### config.mk
export PLATFORM = sky130hd
export DESIGN_NAME = mtimer_multi_flat
export DESIGN_NICKNAME = d
export VERILOG_FILES = /design/src/rtl/mtimer_multi_if.sv /design/src/rtl/mtimer_multi.sv /design/src/flat_wrapper.sv
export SDC_FILE = /design/constraint.sdc
export NUM_CORES = 1
export LEC_CHECK = 0
export ABC_AREA = 1
export CAP_MARGIN = 10
export CORE_MARGIN = 2
export CORE_UTILIZATION = 37
export DETAILED_ROUTE_END_ITERATION = 16
export HOLD_SLACK_MARGIN = 0.08
export PLACE_DENSITY_LB_ADDON = 0.05
export SYNTH_ARGS = -nofsm -noshare
export SYNTH_HDL_FRONTEND = slang
export SYNTH_SLANG_ARGS = --single-unit
### constraint.sdc
create_clock -name clk_i -period 7.3 [get_ports clk_i]
set_input_delay 0.73 -clock clk_i [delete_from_list [all_inputs] [get_ports clk_i]]
set_output_delay 0.73 -clock clk_i [all_outputs]
set_load 0.005 [all_outputs]
### src/rtl/mtimer_multi_if.sv
// Wishbone classic slave bus bundle for mtimer_multi; signal names keep the
// original port names so existing connections map one-to-one.
interface mtimer_multi_if;
  logic        stb_i;
  logic        cyc_i;
  logic [31:0] adr_i;
  logic [3:0]  sel_i;
  logic [31:0] dat_i;
  logic        we_i;
  logic [31:0] dat_o;
  logic        ack_o;
  logic        err_o;
  logic        rty_o;

  modport slave (
    input  stb_i, cyc_i, adr_i, sel_i, dat_i, we_i,
    output dat_o, ack_o, err_o, rty_o
  );

  modport master (
    output stb_i, cyc_i, adr_i, sel_i, dat_i, we_i,
    input  dat_o, ack_o, err_o, rty_o
  );
endinterface

### src/rtl/mtimer_multi.sv
// Machine timer: 64-bit mtime with 16-bit prescaler, NUM_CMP compare channels
// with W1C pending/IE masking, behind a single-cycle-response Wishbone slave.
module mtimer_multi #(
  parameter logic [31:0] BASE_ADDRESS = 32'h0,
  parameter int unsigned NUM_CMP      = 4
) (
  input  logic               clk_i,
  input  logic               rst_ni,
  mtimer_multi_if.slave      wb,
  output logic [NUM_CMP-1:0] irq_o,
  output logic               irq_any_o
);

  localparam int unsigned WIN = 32 + 8 * NUM_CMP;

  logic [63:0]        mtime_q, mtime_d;
  logic [15:0]        pcnt_q, pcnt_d;
  logic [31:0]        shadow_q, shadow_d;
  logic               run_q, run_d;
  logic [15:0]        div_q, div_d;
  logic [NUM_CMP-1:0] ie_q, ie_d;
  logic [NUM_CMP-1:0] pend_q, pend_d;
  logic [63:0]        cmp_q [NUM_CMP];
  logic [63:0]        cmp_d [NUM_CMP];
  logic               ack_q, ack_d;
  logic               err_q, err_d;
  logic [31:0]        rdata_q, rdata_d;

  logic [31:0]        off;
  logic               addressed, req, bad, wr, rd, tick;
  logic [31:0]        wmask;
  logic [NUM_CMP-1:0] set, w1c;

  function automatic logic [31:0] wmerge(input logic [31:0] old_v,
                                         input logic [31:0] new_v,
                                         input logic [31:0] mask);
    return (old_v & ~mask) | (new_v & mask);
  endfunction

  always_comb begin
    off       = wb.adr_i - BASE_ADDRESS;
    addressed = (wb.adr_i >= BASE_ADDRESS) && (off < WIN);
    req       = wb.stb_i && wb.cyc_i && !ack_q && !err_q && addressed;
    bad       = (off[1:0] != 2'b00) || ((off >= 32'h14) && (off < 32'h20));
    wr        = req && !bad && wb.we_i;
    rd        = req && !bad && !wb.we_i;
    for (int unsigned b = 0; b < 4; b++) wmask[8*b +: 8] = {8{wb.sel_i[b]}};

    tick     = run_q && (pcnt_q == div_q);
    mtime_d  = mtime_q + {63'd0, tick};
    pcnt_d   = !run_q ? pcnt_q : (tick ? '0 : pcnt_q + 16'd1);
    shadow_d = shadow_q;
    run_d    = run_q;
    div_d    = div_q;
    ie_d     = ie_q;
    cmp_d    = cmp_q;
    rdata_d  = '0;
    w1c      = '0;
    for (int unsigned n = 0; n < NUM_CMP; n++) set[n] = (mtime_q >= cmp_q[n]);

    // Register writes land on top of the tick increment so written bytes win.
    if (wr) begin
      if (off == 32'h00) mtime_d[31:0]  = wmerge(mtime_d[31:0], wb.dat_i, wmask);
      if (off == 32'h04) mtime_d[63:32] = wmerge(mtime_d[63:32], wb.dat_i, wmask);
      if (off == 32'h08) begin
        run_d  = wmask[0] ? wb.dat_i[0] : run_q;
        div_d  = (div_q & ~wmask[31:16]) | (wb.dat_i[31:16] & wmask[31:16]);
        pcnt_d = '0;
      end
      if (off == 32'h0C)
        ie_d = (ie_q & ~wmask[NUM_CMP-1:0]) | (wb.dat_i[NUM_CMP-1:0] & wmask[NUM_CMP-1:0]);
      if (off == 32'h10) w1c = wb.dat_i[NUM_CMP-1:0] & wmask[NUM_CMP-1:0];
      for (int unsigned n = 0; n < NUM_CMP; n++) begin
        if (off == 32'h20 + 8*n) cmp_d[n][31:0]  = wmerge(cmp_q[n][31:0], wb.dat_i, wmask);
        if (off == 32'h24 + 8*n) cmp_d[n][63:32] = wmerge(cmp_q[n][63:32], wb.dat_i, wmask);
      end
    end

    pend_d = (pend_q & ~w1c) | set;

    // Reading LO snapshots HI so a following HI read pairs with it.
    if (rd) begin
      if (off == 32'h00) begin
        rdata_d  = mtime_q[31:0];
        shadow_d = mtime_q[63:32];
      end
      if (off == 32'h04) rdata_d = shadow_q;
      if (off == 32'h08) rdata_d = {div_q, 15'd0, run_q};
      if (off == 32'h0C) rdata_d[NUM_CMP-1:0] = ie_q;
      if (off == 32'h10) rdata_d[NUM_CMP-1:0] = pend_q;
      for (int unsigned n = 0; n < NUM_CMP; n++) begin
        if (off == 32'h20 + 8*n) rdata_d = cmp_q[n][31:0];
        if (off == 32'h24 + 8*n) rdata_d = cmp_q[n][63:32];
      end
    end

    ack_d = req && !bad;
    err_d = req && bad;
  end

  always_ff @(posedge clk_i) begin
    if (!rst_ni) begin
      mtime_q  <= '0;
      pcnt_q   <= '0;
      shadow_q <= '0;
      run_q    <= 1'b1;
      div_q    <= '0;
      ie_q     <= '0;
      pend_q   <= '0;
      for (int unsigned n = 0; n < NUM_CMP; n++) cmp_q[n] <= '1;
      ack_q    <= 1'b0;
      err_q    <= 1'b0;
      rdata_q  <= '0;
    end else begin
      mtime_q  <= mtime_d;
      pcnt_q   <= pcnt_d;
      shadow_q <= shadow_d;
      run_q    <= run_d;
      div_q    <= div_d;
      ie_q     <= ie_d;
      pend_q   <= pend_d;
      cmp_q    <= cmp_d;
      ack_q    <= ack_d;
      err_q    <= err_d;
      rdata_q  <= rdata_d;
    end
  end

  assign wb.ack_o   = ack_q;
  assign wb.err_o   = err_q;
  assign wb.rty_o   = 1'b0;
  assign wb.dat_o   = (ack_q && !wb.we_i) ? rdata_q : '0;
  assign irq_o      = pend_q & ie_q;
  assign irq_any_o  = |irq_o;

endmodule

### src/flat_wrapper.sv
// flat-port wrapper written by rule: the top's interface ports become plain ports
module mtimer_multi_flat 
#(
  parameter logic [31:0] BASE_ADDRESS = 32'h0,
  parameter int unsigned NUM_CMP      = 4
)
  (clk_i, rst_ni, irq_o, irq_any_o, wb_stb_i, wb_cyc_i, wb_adr_i, wb_sel_i, wb_dat_i, wb_we_i, wb_dat_o, wb_ack_o, wb_err_o, wb_rty_o);
  mtimer_multi_if wb_i ();
  input  logic clk_i;
  input  logic rst_ni;
  output logic [NUM_CMP-1:0] irq_o;
  output logic irq_any_o;
  input wire logic [$bits(wb_i.stb_i)-1:0] wb_stb_i;
  input wire logic [$bits(wb_i.cyc_i)-1:0] wb_cyc_i;
  input wire logic [$bits(wb_i.adr_i)-1:0] wb_adr_i;
  input wire logic [$bits(wb_i.sel_i)-1:0] wb_sel_i;
  input wire logic [$bits(wb_i.dat_i)-1:0] wb_dat_i;
  input wire logic [$bits(wb_i.we_i)-1:0] wb_we_i;
  output wire logic [$bits(wb_i.dat_o)-1:0] wb_dat_o;
  output wire logic [$bits(wb_i.ack_o)-1:0] wb_ack_o;
  output wire logic [$bits(wb_i.err_o)-1:0] wb_err_o;
  output wire logic [$bits(wb_i.rty_o)-1:0] wb_rty_o;
  assign wb_i.stb_i = wb_stb_i;
  assign wb_i.cyc_i = wb_cyc_i;
  assign wb_i.adr_i = wb_adr_i;
  assign wb_i.sel_i = wb_sel_i;
  assign wb_i.dat_i = wb_dat_i;
  assign wb_i.we_i = wb_we_i;
  assign wb_dat_o = wb_i.dat_o;
  assign wb_ack_o = wb_i.ack_o;
  assign wb_err_o = wb_i.err_o;
  assign wb_rty_o = wb_i.rty_o;
  mtimer_multi #(.BASE_ADDRESS(BASE_ADDRESS), .NUM_CMP(NUM_CMP)) u_core (.clk_i(clk_i), .rst_ni(rst_ni), .wb(wb_i), .irq_o(irq_o), .irq_any_o(irq_any_o));
endmodule
# --- Word level (Yosys, flattened, before mapping) ---
# Index checks and enable logic that the tools add are counted.
word_totals:
  register_bits: 427
  in_bits: 73
  out_inout_bits: 40
  elab_cells: 131
op_classes:
  n_addsub: 2
  order_cmp: 8
  n_eq_ne: 13
  n_mux: 23
  n_bitwise: 34
  n_reduce_logical: 33
op_table:
  columns: ["operator", "count"]
  rows:
  - ["32-bit two-way mux", 14]
  - ["32-bit bitwise AND", 11]
  - ["32-bit OR", 10]
  - ["32-bit by 6-bit equality test with 1-bit output, second input constant", 8]
  - ["64-bit greater-or-equal comparator", 4]
  - ["64-bit by 1-bit adder with 64-bit output", 1]
  - ["32-bit by 4-bit equality test with 1-bit output, second input constant", 2]
  - ["16-bit two-way mux", 4]
  - ["64-bit two-way mux", 1]
  - ["16-bit bitwise AND", 2]
  - ["32-bit by 3-bit equality test with 1-bit output, second input constant", 1]
  - ["32-bit by 5-bit equality test with 1-bit output, second input constant", 1]
  - ["32-bit by 1-bit greater-or-equal comparator with 1-bit output, second input constant", 1]
  - ["32-bit by 5-bit greater-or-equal comparator with 1-bit output, second input constant", 1]
  - ["32-bit zero test", 1]
  - ["32-bit by 6-bit < comparator with 1-bit output, second input constant", 1]
  - ["32-bit by 7-bit < comparator with 1-bit output, second input constant", 1]
  - ["32-bit NOT", 1]
  - ["2-bit AND reduction", 12]
  - ["16-bit by 1-bit adder with 16-bit output, second input constant", 1]
  - ["4-bit bitwise AND", 4]
  - ["16-bit equality test", 1]
  - ["4-bit two-way mux", 4]
  - ["16-bit NOT", 1]
  - ["other kinds (9)", 25]

# --- Logic depth before layout (Yosys ltp) ---
logic_depth:
  depth_word: 14
  depth_mapped: 24
  mapped_depth_nobuf: 23

# --- Least setup slack after synthesis ---
# No wires, ideal clock.
synth_path:
  kind: "register -> register"
  start: "register u_core.pcnt_q[11]"
  end: "register u_core.mtime_q[62]"
  setup_ns: 0.133
  arrival_time_ns: 3.033
  path_slack_ns: 4.134
  stages_incl_launch_ff: 21
  path_buffers: 0
  path_cell_list: "dfxtp_1 -> inv_1 -> nand2_1 -> o2111ai_1 -> a2111oi_0 -> nand3_1 -> nor4_1 -> ha_1 -> ha_1 -> nand3_1 -> inv_1 -> nand2_1 -> nor2_2 -> nand3_1 -> nor2_2 -> nand4_1 -> nor2_1 -> nand4_1 -> xor2_1 -> o21ai_1 -> a21oi_1"
synth_between:
  elab_chain_len: 7
synth_rtl:
  columns: ["item", "line", "text"]
  rows:
  - ["from (decl)", "mtimer_multi.sv:17", "logic [15:0] pcnt_q, pcnt_d;"]
  - ["from (signal assigned)", "mtimer_multi.sv:116", "pcnt_q <= pcnt_d;"]
  - ["16-bit equality test *", "mtimer_multi.sv:49", "tick = run_q && (pcnt_q == div_q);"]
  - ["1-bit logical AND *", "mtimer_multi.sv:49", null]
  - ["64-bit by 1-bit adder with 64-bit output *", "mtimer_multi.sv:50", "mtime_d = mtime_q + {63'd0, tick};"]
  - ["32-bit bitwise AND", "mtimer_multi.sv:37", "return (old_v & ~mask) | (new_v & mask);"]
  - ["32-bit OR", "mtimer_multi.sv:37", null]
  - ["32-bit two-way mux", "mtimer_multi.sv:64", "if (off == 32'h04) mtime_d[63:32] = wmerge(mtime_d[63:32], wb.dat_i, wmask);"]
  - ["64-bit two-way mux *", "mtimer_multi.sv:62", "if (wr) begin"]
  - ["to (signal assigned)", "mtimer_multi.sv:115", "mtime_q <= mtime_d;"]
  - ["to (decl)", "mtimer_multi.sv:16", "logic [63:0] mtime_q, mtime_d;"]
# Mark *: on every way between the ends. The rest lies on a longest branch, timed or not.
# A chain may end at the register's enable or synchronous reset.

# --- Worst setup path after layout ---
layout_path:
  start: "register u_core.pcnt_q[11]"
  end: "register u_core.mtime_q[63]"
# Same word-level chain as after synthesis.

==> reports/metrics.cfg <==
[floorplan]
dieArea_sq_um=73500
ios=113
chipHeight_um=271
die_x_um=271
start_util_pct=37.6
fp.coreArea_sq_um=70300
rows=97

[logic_synthesis]
yosysSeqAreaShare_pct=32.4
ys_ff_latch=427
synthesis.nets=3853
yosys_warnings=0
syn_area_per_cell_sq_um=7.50
synth_edf_count=0
syn_inst=3521
synth_flop_cell=dfxtp_1
syn_area_sq_um=26400
async_flop_share_pct=0
synth_cell_type_count=61

[clock_tree]
clock_sinks=427
post_cts_buffers=0
cts_tree=yes
clkTransAtPathRegs_ns=0.06
max-clock-path-buffers=3
htreeDepth=2
hold_buffers=0
cts_resized=0
cts_buffers=54
clk_latency_ns=0.62
cts_root_buffer=clkbuf_16

[finish]
final_common_cell=nand2_1
fin_cells=4521
nFillCells=7230
area_growth_pct=13.0
mostFrequentLayoutCells=nand2_1, inv_1, dfxtp_1
final_nets=3868
drive_above_1_share_pct=5.36

[drt]
first_pass_iters=6
vias=25700
routed-wl-met2_um=47500
ant_nets=0
drt-met1-wl_um=50800
vias_per_cell=5.68
wire_per_inst_um=23.9
routed.top_layer=met4
drt_first_iter_violations=2003
drcViolationCount=0
finalWirelength_um=108000
wl_met3_um=6910

[setup_path]
crit-reg2reg-launch=u_core.pcnt_q[11]
cp_slowest_cell=nor4_1
cp.required_ns=7.77
cpMostUsedCell=inv_1
critPathMaxStageDelay_ns=0.56
critPathLaunch=u_core.pcnt_q[11]
crit_arrival_ns=4.89
crit_type=reg2reg
cp-end-kind=flop
crit_chain=inv_1, nand2_1, o2111ai_1, a2111oi_0, nand3_1, nor4_1, ha_1, nand3_1, inv_1, nand2_2, inv_1, nand4_1, nor3_1, nand2_1, nor2_1, nand4_1, xor2_1, o21ai_0, a21oi_1
critPathMaxFanout=4
crit_path_start_kind=flop

[timing]
finalSetupViolCount=0
slew_headroom_pct=18.8
slew_violations=0
hold_viol_final=0
worst_pin_slew_ns=1.21
grt_setup_unrepaired=false
skew_ns=0.0270
fmax_mhz=226
setup_tns_ns=0
finalCritPeriodShare_pct=60.5
layout_setup_ws_ns=2.88
layout_min_cycle_time_ns=4.42

[grt]
first_global_vias=24500
grt_overflow=0
grt_pass1_wl_um=160000
grt_antenna_before_repair=2
grt_usage_pct=28.8
grt_max_degree=182

[power]
irDropWorstVdd_mv=0.149
power_density_nw_per_um2=180
power_leakage_nw=15.6

[placement]
place.gp.congestion=0.920
place_ws_ns=2.49
place_hpwl_um=79200
portBuffers=111
post-place-cells=4420

[flow_run]
cap_violations=0

[hold_path]
min_path_type=reg2reg

[run_status]
outcome=completed

==> synth_stat cells, types with 4 or more instances <==
library cell    n  area share (%)
a211oi_1       79             2.2
a21oi_1       244             4.6
a31oi_1        11            0.26
and3_1          5            0.12
buf_2          58             1.1
buf_4           7            0.20
buf_6           8            0.34
clkbuf_1      100             1.4
clkinv_1       16            0.23
dfxtp_1       427              32
ha_1          259              12
inv_1         463             6.6
inv_2           5           0.071
nand2_1       594             8.4
nand2_2        15            0.36
nand3_1        75             1.4
nand4_1        52             1.2
nor2_1        211             3.0
nor2_2         13            0.31
nor2_4          9            0.38
nor2_8          5            0.38
nor3_1         76             1.4
nor3_2          4            0.15
nor3b_1         5            0.14
nor4_1         27            0.64
nor4_4          4            0.32
o2111ai_1       9            0.30
o211a_1         9            0.34
o211ai_1      313             8.9
o21a_1          7            0.20
o21ai_0       237             4.5
o21ai_1         5           0.095
o21bai_1       31            0.88
o221a_2         4            0.17
o221ai_1       16            0.53
o22ai_1         6            0.14
o31ai_1         4            0.11
or2_2           5            0.12
xnor2_1        10            0.33
xor2_1         56             1.9
==> critical path, delay by kind of cell (launching register included) <==
kind            cells  cell delay (ns)
simple gates       10             2.54
xor+xnor            1             0.18
flops               1             0.36
fa+ha+maj           1             0.31
buf+inv             3             0.31
compound gates      4             0.60
==> kinds of logic after synthesis <==
logic type / share of synthesized area (%)
XOR/XNOR: 2.19
AO/OA/AOI/OAI: 23.8
buffers and inverters: 10.0
other: 0.0142
flip-flops: 32.4
adder cells (fa/ha/maj): 12.3
AND/OR/NAND/NOR: 19.3
==> path summary, 6_finish.rpt <==
check	end	slack, ns	cells past startpoint
setup / recovery	u_core.mtime_q[63]	2.88	19
hold / removal	flop	0.47	2
setup reg to reg	u_core.mtime_q[63]	2.88	19
hold reg to reg	flop	0.47	2
==> per-layer routing <==
metal  track usage, %  up-vias
met5                0        -
met4             8.05        0
met3             3.54      157
met2             45.3      927
met1             41.0    12400
li1                 -    12200
==> where the power goes <==
| group | internal (mW) | switching (mW) | total, mW |
|---|---|---|---|
| Sequential | 2.34 | 0.0192 | 2.36 |
| Combinational | 0.0753 | 0.178 | 0.254 |
| Clock | 1.61 | 1.13 | 2.74 |
==> layout make-up <==
class                      instances  area, sq um  area share [%]
antenna                            2         5.00          0.0168
inverter                         487         1840            6.15
multi-input combinational       2434        15200            51.0
sequential                       427         8550            28.7
clock inverter                    22          263           0.881
clock buffer                      77         1510            5.05
tap                              940         1180            3.94
timing repair buffer             132         1290            4.31
==> metrics by stage <==
stage	instance area [sq um]	total power [mW]	hold WS, ns	utilization, %
after floorplan	26400	2.53	0.446	-
after global placement	28100	2.66	0.456	39.9
after detailed placement	28100	2.66	0.462	39.9
after CTS	29800	5.40	0.476	42.4
after global routing	29800	5.51	0.496	42.4
final	29800	5.36	0.473	42.5
Power figures use the tool's default switching activity.
